## config.mk

```make
export PLATFORM = sky130hd
export DESIGN_NAME = cacheline_burst_adapter_flat
export DESIGN_NICKNAME = d
export VERILOG_FILES = /design/src/rtl/cache_types_pkg.sv /design/src/rtl/cacheline_burst_adapter_if.sv /design/src/rtl/burst_beat_counter.sv /design/src/rtl/cacheline_burst_adapter.sv /design/src/flat_wrapper.sv
export SDC_FILE = /design/constraint.sdc
export NUM_CORES = 1
export LEC_CHECK = 0
export ABC_AREA = 1
export CORE_UTILIZATION = 25
export CTS_CLUSTER_SIZE = 24
export DETAILED_ROUTE_END_ITERATION = 10
export GPL_ROUTABILITY_DRIVEN = 0
export SYNTH_ARGS = -nofsm -noshare
export SYNTH_HDL_FRONTEND = slang
export SYNTH_SLANG_ARGS = --single-unit
```

## constraint.sdc

```tcl
create_clock -name clk -period 1.8 [get_ports clk]
set_input_delay 0.36 -clock clk [delete_from_list [all_inputs] [get_ports clk]]
set_output_delay 0.36 -clock clk [all_outputs]
set_load 0.005 [all_outputs]
```

## src/rtl/cache_types_pkg.sv

```systemverilog
// Shared cacheline/burst types and constants for the cache-to-memory burst path.
// Beat 0 of a line is its least-significant BEAT_W bits.
package cache_types_pkg;

  localparam int unsigned LINE_W      = 256;
  localparam int unsigned BEAT_W      = 64;
  localparam int unsigned ADDR_W      = 32;
  localparam int unsigned BEATS       = LINE_W / BEAT_W;
  localparam int unsigned OFFSET_BITS = $clog2(LINE_W / 8);
  localparam int unsigned CNT_W       = $clog2(BEATS);

  typedef logic [LINE_W-1:0]             cacheline_t;
  typedef logic [BEAT_W-1:0]             beat_t;
  typedef logic [ADDR_W-1:0]             addr_t;
  typedef logic [CNT_W-1:0]              beat_idx_t;
  // Same bits as cacheline_t, viewed as an array of beats.
  typedef logic [BEATS-1:0][BEAT_W-1:0]  line_beats_t;

  typedef enum logic [1:0] {IDLE, RD, WR, DONE} burst_state_t;

  function automatic addr_t line_align(addr_t addr);
    return {addr[ADDR_W-1:OFFSET_BITS], {OFFSET_BITS{1'b0}}};
  endfunction

endpackage

```

## src/rtl/cacheline_burst_adapter_if.sv

```systemverilog
// Cache-side line handshake plus memory-side burst port of the burst adapter.
// The slave modport is the adapter's view; master is the cache/memory side.
interface cacheline_burst_adapter_if;
  import cache_types_pkg::*;

  cacheline_t line_i;
  cacheline_t line_o;
  addr_t      address_i;
  logic       read_i;
  logic       write_i;
  logic       resp_o;
  beat_t      burst_i;
  beat_t      burst_o;
  addr_t      address_o;
  logic       read_o;
  logic       write_o;
  logic       resp_i;

  modport slave (
    input  line_i, address_i, read_i, write_i, burst_i, resp_i,
    output line_o, resp_o, burst_o, address_o, read_o, write_o
  );

  modport master (
    output line_i, address_i, read_i, write_i, burst_i, resp_i,
    input  line_o, resp_o, burst_o, address_o, read_o, write_o
  );

endinterface

```

## src/rtl/burst_beat_counter.sv

```systemverilog
// Beat index within a burst; last_o flags the strobe that completes the line.
module burst_beat_counter
  import cache_types_pkg::*;
(
  input  logic      clk,
  input  logic      rst_n,
  input  logic      en_i,
  input  logic      clr_i,
  output beat_idx_t cnt_o,
  output logic      last_o
);

  localparam beat_idx_t LastIdx = beat_idx_t'(BEATS - 1);

  beat_idx_t cnt_q;

  // Natural wrap from LastIdx back to 0 happens only on the final beat.
  always_ff @(posedge clk or negedge rst_n) begin
    if (!rst_n) begin
      cnt_q <= '0;
    end else if (clr_i) begin
      cnt_q <= '0;
    end else if (en_i) begin
      cnt_q <= cnt_q + beat_idx_t'(1);
    end
  end

  assign cnt_o  = cnt_q;
  assign last_o = en_i && (cnt_q == LastIdx);

endmodule

```

## src/rtl/cacheline_burst_adapter.sv

```systemverilog
// Turns one cacheline read/write from the data cache into a 4-beat memory burst.
// All outputs are registered; write requests win over reads when both are pending.
module cacheline_burst_adapter
  import cache_types_pkg::*;
(
  input  logic                            clk,
  input  logic                            rst_n,
  cacheline_burst_adapter_if.slave        bus_io
);

  burst_state_t state_q;
  line_beats_t  line_q;
  line_beats_t  wbuf_q;
  beat_t        burst_q;
  addr_t        addr_q;
  logic         read_q;
  logic         write_q;
  logic         resp_q;

  beat_idx_t    cnt;
  logic         last_beat;
  logic         beat_en;

  // resp_i only counts as a beat while a burst is actually in flight.
  assign beat_en = bus_io.resp_i && ((state_q == RD) || (state_q == WR));

  burst_beat_counter u_beat_counter (
    .clk    (clk),
    .rst_n  (rst_n),
    .en_i   (beat_en),
    .clr_i  (state_q == IDLE),
    .cnt_o  (cnt),
    .last_o (last_beat)
  );

  always_ff @(posedge clk or negedge rst_n) begin
    if (!rst_n) begin
      state_q <= IDLE;
      line_q  <= '0;
      wbuf_q  <= '0;
      burst_q <= '0;
      addr_q  <= '0;
      read_q  <= 1'b0;
      write_q <= 1'b0;
      resp_q  <= 1'b0;
    end else begin
      resp_q <= 1'b0;
      unique case (state_q)
        IDLE: begin
          if (bus_io.write_i) begin
            wbuf_q  <= bus_io.line_i;
            burst_q <= bus_io.line_i[BEAT_W-1:0];
            addr_q  <= line_align(bus_io.address_i);
            write_q <= 1'b1;
            state_q <= WR;
          end else if (bus_io.read_i) begin
            addr_q  <= line_align(bus_io.address_i);
            read_q  <= 1'b1;
            state_q <= RD;
          end
        end
        RD: begin
          if (bus_io.resp_i) begin
            line_q[cnt] <= bus_io.burst_i;
            if (last_beat) begin
              read_q  <= 1'b0;
              resp_q  <= 1'b1;
              state_q <= DONE;
            end
          end
        end
        WR: begin
          if (bus_io.resp_i) begin
            if (last_beat) begin
              write_q <= 1'b0;
              resp_q  <= 1'b1;
              state_q <= DONE;
            end else begin
              // Present the next beat so it is stable for the following strobe.
              burst_q <= wbuf_q[cnt + beat_idx_t'(1)];
            end
          end
        end
        DONE: begin
          state_q <= IDLE;
        end
        default: begin
          state_q <= IDLE;
        end
      endcase
    end
  end

  assign bus_io.line_o    = line_q;
  assign bus_io.burst_o   = burst_q;
  assign bus_io.address_o = addr_q;
  assign bus_io.read_o    = read_q;
  assign bus_io.write_o   = write_q;
  assign bus_io.resp_o    = resp_q;

endmodule

```

## src/flat_wrapper.sv

```systemverilog
// flat-port wrapper written by rule: the top's interface ports become plain ports
module cacheline_burst_adapter_flat import cache_types_pkg::*;
  (clk, rst_n, bus_io_line_i, bus_io_address_i, bus_io_read_i, bus_io_write_i, bus_io_burst_i, bus_io_resp_i, bus_io_line_o, bus_io_resp_o, bus_io_burst_o, bus_io_address_o, bus_io_read_o, bus_io_write_o);
  cacheline_burst_adapter_if bus_io_i ();
  input  logic clk;
  input  logic rst_n;
  input wire logic [$bits(bus_io_i.line_i)-1:0] bus_io_line_i;
  input wire logic [$bits(bus_io_i.address_i)-1:0] bus_io_address_i;
  input wire logic [$bits(bus_io_i.read_i)-1:0] bus_io_read_i;
  input wire logic [$bits(bus_io_i.write_i)-1:0] bus_io_write_i;
  input wire logic [$bits(bus_io_i.burst_i)-1:0] bus_io_burst_i;
  input wire logic [$bits(bus_io_i.resp_i)-1:0] bus_io_resp_i;
  output wire logic [$bits(bus_io_i.line_o)-1:0] bus_io_line_o;
  output wire logic [$bits(bus_io_i.resp_o)-1:0] bus_io_resp_o;
  output wire logic [$bits(bus_io_i.burst_o)-1:0] bus_io_burst_o;
  output wire logic [$bits(bus_io_i.address_o)-1:0] bus_io_address_o;
  output wire logic [$bits(bus_io_i.read_o)-1:0] bus_io_read_o;
  output wire logic [$bits(bus_io_i.write_o)-1:0] bus_io_write_o;
  assign bus_io_i.line_i = bus_io_line_i;
  assign bus_io_i.address_i = bus_io_address_i;
  assign bus_io_i.read_i = bus_io_read_i;
  assign bus_io_i.write_i = bus_io_write_i;
  assign bus_io_i.burst_i = bus_io_burst_i;
  assign bus_io_i.resp_i = bus_io_resp_i;
  assign bus_io_line_o = bus_io_i.line_o;
  assign bus_io_resp_o = bus_io_i.resp_o;
  assign bus_io_burst_o = bus_io_i.burst_o;
  assign bus_io_address_o = bus_io_i.address_o;
  assign bus_io_read_o = bus_io_i.read_o;
  assign bus_io_write_o = bus_io_i.write_o;
  cacheline_burst_adapter u_core (.clk(clk), .rst_n(rst_n), .bus_io(bus_io_i));
endmodule
```

==> metrics.yaml, run 1 <==
floorplanning:
  die_area_um2: 103000
  initial_core_util_pct: 25.3
  io_pins: 712
  die_w_um: 321
  die_y_um: 321
  core_um2: 100000
  row_count: 116
synth:
  netlist_instances: 3124
  synth-async-reset-ratio_pct: 100
  synth-seq-cells: 610
  yosys.area.top_type_share_pct: 60.0
  yosysMostFrequentCell: "nand2_1"
  synth-edff-count: 0
  synth_top_cell_by_area: "dfrtp_1"
  synth_cell_types: 20
  synth.area.top_cells: "dfrtp_1 60%, nand2_1 25%, o21ai_0 5.2%"
  yosysSeqAreaShare_pct: 60.0
  synthTopCellsByCount: "1,671 x nand2_1, 610 x dfrtp_1, 263 x o21ai_0"
  netlist_area_um2: 25400
  ys_warn_count: 0
  synth_ff_type: "dfrtp_1"
  avgSynthCellArea_um2: 8.15
setup_path:
  crit_type: "flip-flop to output port"
  endpoint: "bus_io_burst_o[46]"
  rrSetupSlack_ns: 0.07
  cp-startpoint: "u_core.bus_io.burst_o[46]"
  slowest_delay_ns: 0.44
  worstPathArrival_ns: 1.37
  end_kind: "output port"
  worstPathCellList: "dlygate4sd2_1"
  worstReg2RegStart: "u_core.state_q[0]"
  cpMaxStageDelayCell: "dfrtp_1"
  path_buf_inv: 1
  path_max_fanout: 2
  cp.depth: 1
  reg2regPathDepth: 10
  reg2reg_to: "u_core.bus_io.burst_o[23]"
  cp_top_family: "flip-flops"
  worstPathRequired_ns: 1.44
  start_kind: "flip-flop"
pwr:
  p_seq_share_pct: 35.4
  vdd_drop_max_v: 0.000780
  p_leak_uw: 0.0197
  power.density_nw_per_um2: 1780
  p_switching_uw: 25400
  combPwrFrac_pct: 42.0
  sw_frac_of_total_pct: 37.8
  pwr-share-clk_pct: 22.6
  p_int_uw: 41800
clock_network:
  cts_tree: "done"
  clock_sinks: 610
  clkLatencyLatePin_ns: 0.63
  cts.path.max_buffers: 3
  cts-buffers-inserted: 71
  cts-root-buf: "clkbuf_16"
  path_clk_slew_ns: 0.06
  h-tree-depth: 3
layout:
  fin_nets: 4249
  stdcell_count: 5303
  drive_gt1_share_pct: 8.66
  area_growth_pct: 48.8
detailed_routing:
  ant_nets: 0
  drt-total-wl_mm: 96.4
  drt_pass1_iterations: 5
  vias: 23100
  drt-initial-drc-count: 1705
  avgViaCountPerCell: 4.36
  routedWlPerCell_um: 18.2
  drc: 0
sta:
  min_period_ns: 1.73
  setup_tns_ns: 0
  finClkSkew_ns: 0.0270
  finalHoldViolations: 0
  slew_viol_final: 0
  tightest_slew_ns: 0.628
  setup_violations: 0
  rsz0062_at_grt: "true"
  period_share_pct: 96.1
  relSlewSlack_pct: 58.1
  max_freq_mhz: 578
job:
  maxCapViolCount: 0
global_routing:
  antenna_found_initial: 19
  grt_pass1_vias: 22400
  grt_overflow_total: 0
  gr-usage-all-layers_pct: 18.1
  grt_max_degree: 99
  grt_pass1_wl_mm: 141
place:
  io_buffers: 701
  dp_hpwl_mm: 67.7
  dp_cells: 5126
worst_hold_path:
  min_path_type: "input port to async pin"
outcome:
  status: "completed"
-- metal layers --
layer,wire length (um),GRT usage [%]
met1,40600,23.4
met5,110,0
met3,8320,4.92
met4,2790,6.33
met2,44600,29.0
-- worst min-delay path by stage --
| stage | startpoint | endpoint |
|---|---|---|
| detailed placement | rst_n | u_core.wbuf_q[176] |
| global placement | rst_n | u_core.bus_io.burst_o[49] |
| finish | rst_n | u_core.wbuf_q[90] |
| floorplan | rst_n | u_core.bus_io.address_o[10] |
| global route | rst_n | u_core.wbuf_q[90] |
| CTS | rst_n | u_core.wbuf_q[90] |
-- registers in the layout, summed over array words and instances, names as in the netlist, 2 cells and up --
name / count
u_core.bus_io.line_o: 256
u_core.wbuf_q: 256
u_core.bus_io.burst_o: 64
u_core.bus_io.address_o: 27
u_core.state_q: 2
u_core.u_beat_counter.cnt_o: 2
-- logic make-up after synthesis --
logic type	synth area share, %
AND/OR/NAND/NOR	29.8
other	0.0147
buffers and inverters	4.59
adder cells (fa/ha/maj)	0.393
flip-flops	60.0
AO/OA/AOI/OAI	5.25
-- stage by stage --
stage	util (%)	area [um^2]	hold WS (ns)	power [uW]	setup slack (ns)
finish	37.7	37900	0.212	67200	0.0709
global route	37.7	37900	0.187	72200	-0.0369
CTS	37.2	37400	0.163	66600	-0.0303
detailed placement	35.0	35100	0.269	53100	-0.258
global placement	35.0	35100	0.264	52600	-0.216
floorplan	-	25500	0.0644	37000	0.00467
-- area by class of cell --
type | instances | area (um^2)
diodes | 7 | 17.5
clock buffers | 103 | 2120
clock inverters | 25 | 357
fillers | 10300 | 62600
inverters | 80 | 325
multi-input cells | 2243 | 9270
flip-flops and latches | 610 | 15300
well taps | 1357 | 1700
repair buffers | 878 | 8810
-- layout by cell type, fill, tap and decap left out, types with 76 or more instances in the layout --
cell and instances:
buf_4 103, nand3_1 136, dfrtp_1 607, clkdlybuf4s50_1 350, inv_1 76, o21ai_0 262
dlygate4sd2_1 343, nand2_1 1666, nor2_1 128, clkbuf_16 78
-- power groups by stage --
| stage | clock [uW] | combinational [uW] | sequential (uW) |
|---|---|---|---|
| 6_report | 15200 | 28300 | 23800 |
| 4_1_cts | 15600 | 27300 | 23700 |
| 2_1_floorplan | 0 | 13300 | 23600 |
| 3_3_place_gp | 0 | 28600 | 24000 |
| 3_5_place_dp | 0 | 29000 | 24000 |
| 5_1_grt | 16200 | 31500 | 24500 |
-- repair_timing --
| item | in CTS | in global routing |
|---|---|---|
| cloned | 1 | 8 |
| pin swaps | 0 | 7 |
| hold endpoints to repair | 230 | 0 |
| hold buffers | 1 | 0 |
| endpoints found under the setup margin | 352 | 80 |
| setup buffers | 27 | 5 |
| gates resized for setup | 363 | 50 |
Power figures use the tool's default switching activity.
==> run 2: changes to the inputs <==
--- a/config.mk
+++ b/config.mk
@@ -6,7 +6,7 @@
 export NUM_CORES = 1
 export LEC_CHECK = 0
 export ABC_AREA = 1
-export CORE_UTILIZATION = 25
+export CORE_UTILIZATION = 30
 export CTS_CLUSTER_SIZE = 24
 export DETAILED_ROUTE_END_ITERATION = 10
 export GPL_ROUTABILITY_DRIVEN = 0
==> run 2 against run 1 <==
Against the previous run:
- wire length is 8.0% lower
- register-to-register slack better by 0.02 ns
- design area fell by 2.5%
- maximum frequency up 1.1%
==> metrics.yaml, run 2 (synthesis results as in run 1) <==
outcome:
  status: "completed"
floorplanning:
  row_count: 106
  die_area_um2: 86000
  io_pins: 712
  die_w_um: 293
  die_y_um: 293
  initial_core_util_pct: 30.4
  core_um2: 83800
setup_path:
  reg2regPathDepth: 10
  path_buf_inv: 1
  reg2reg_to: "u_core.wbuf_q[169]"
  cpMaxStageDelayCell: "dfrtp_1"
  worstReg2RegStart: "u_core.state_q[1]"
  start_kind: "flip-flop"
  worstPathCellList: "dlygate4sd2_1"
  cp.depth: 1
  worstPathArrival_ns: 1.35
  slowest_delay_ns: 0.44
  crit_type: "flip-flop to output port"
  path_max_fanout: 2
  end_kind: "output port"
  worstPathRequired_ns: 1.44
  cp_top_family: "flip-flops"
  rrSetupSlack_ns: 0.09
global_routing:
  grt_max_degree: 129
  grt_pass1_vias: 22100
  grt_overflow_total: 0
  antenna_found_initial: 9
  grt_pass1_wl_mm: 134
  gr-usage-all-layers_pct: 20.1
clock_network:
  path_clk_slew_ns: 0.06
  cts-buffers-inserted: 71
  h-tree-depth: 3
  clkLatencyLatePin_ns: 0.62
  cts_tree: "done"
  cts-root-buf: "clkbuf_16"
  cts.path.max_buffers: 3
  clock_sinks: 610
sta:
  setup_violations: 0
  period_share_pct: 95.0
  tightest_slew_ns: 0.759
  finClkSkew_ns: 0.0164
  slew_viol_final: 0
  setup_slack_ns: 0.0892
  rsz0062_at_grt: "true"
  max_freq_mhz: 585
  relSlewSlack_pct: 49.4
  min_period_ns: 1.71
  whs_ns: 0.221
  finalHoldViolations: 0
job:
  maxCapViolCount: 0
layout:
  fin_nets: 4210
  drive_gt1_share_pct: 6.83
  nFillCells: 8425
  final_common_cell: "nand2_1"
  area_growth_pct: 45.1
  final_cell_mix: "1,666 x nand2_1, 606 x dfrtp_1, 350 x clkdlybuf4s50_1, 350 x dlygate4sd2_1, 263 x o21ai_0"
pwr:
  vdd_drop_max_v: 0.000775
  p_int_uw: 40700
  pwr-share-clk_pct: 23.1
  p_switching_uw: 24500
  p_leak_uw: 0.0193
  combPwrFrac_pct: 40.5
  p_seq_share_pct: 36.4
  p_total_uw: 65200
  power.density_nw_per_um2: 1770
  sw_frac_of_total_pct: 37.5
detailed_routing:
  routedWlPerCell_um: 17.6
  drc: 0
  drt-initial-drc-count: 1416
  drt-total-wl_mm: 88.7
  drt_pass1_iterations: 5
  ant_nets: 0
  avgViaCountPerCell: 4.52
  vias: 22800
worst_hold_path:
  min_path_type: "input port to async pin"
place:
  post-place-ws_ns: -0.136
  io_buffers: 701
  dp_hpwl_mm: 63.0
## run 2: how the worst max path moves through the flow
stage                                   startpoint                        end  slack [ns]
floorplan           u_core.u_beat_counter.cnt_o[0]  u_core.bus_io.burst_o[17]       0.005
global placement                     bus_io_resp_i       u_core.bus_io.read_o       -0.15
detailed placement                   bus_io_resp_i       u_core.bus_io.read_o       -0.14
CTS                              u_core.state_q[0]       u_core.bus_io.read_o        0.02
global route                     u_core.state_q[1]   u_core.bus_io.burst_o[5]       -0.04
finish                   u_core.bus_io.burst_o[52]         bus_io_burst_o[52]        0.09
## run 2: routing by layer
layer  part of all wire (%)  track usage, %  up-vias  wire [um]
met5                  0.046               0        -         41
met4                    2.8            6.90        6       2440
met3                    6.9            4.43      124       6150
met2                     48            33.4      772      42400
met1                     42            25.9    10800      37700
li1                       -               -    11100          -
## run 2: power groups by stage
stage | clock (uW) | sequential [uW] | combinational [uW]
3_3_place_gp | 0 | 23900 | 28200
6_report | 15100 | 23700 | 26400
5_1_grt | 16000 | 24400 | 29700
3_5_place_dp | 0 | 24000 | 28600
4_1_cts | 15500 | 23700 | 26500
2_1_floorplan | 0 | 23600 | 13300
## run 2: repair_timing
| item | 4_1_cts | 5_1_grt |
|---|---|---|
| setup endpoints to repair | 350 | 139 |
| resized for setup | 353 | 17 |
| pin swaps | 0 | 0 |
| hold buffers | 1 | 0 |
| endpoints found under the hold margin | 180 | 0 |
| setup buffers | 19 | 0 |
| gates cloned | 0 | 2 |
## run 2: per-stage QoR
stage	TNS, ns	cells	util [%]	area [um^2]
after detailed placement	-15.87	4884	41.3	34600
final	0	5034	44.1	36900
after global placement	-12.88	4884	41.3	34600
after global routing	-0.596	5034	44.1	36900
after CTS	0	5029	43.9	36800
after floorplan	0	3128	-	25500
## run 2: final cells by class
cell class / instances / area (um^2) / share of cell area (%)
clock inverters: 25 / 419 / 1.13
well taps: 1134 / 1420 / 3.84
inverters: 80 / 313 / 0.847
diodes: 3 / 7.51 / 0.0203
repair buffers: 839 / 8320 / 22.5
multi-input cells: 2243 / 9150 / 24.8
flip-flops and latches: 610 / 15300 / 41.3
clock buffers: 100 / 2030 / 5.49
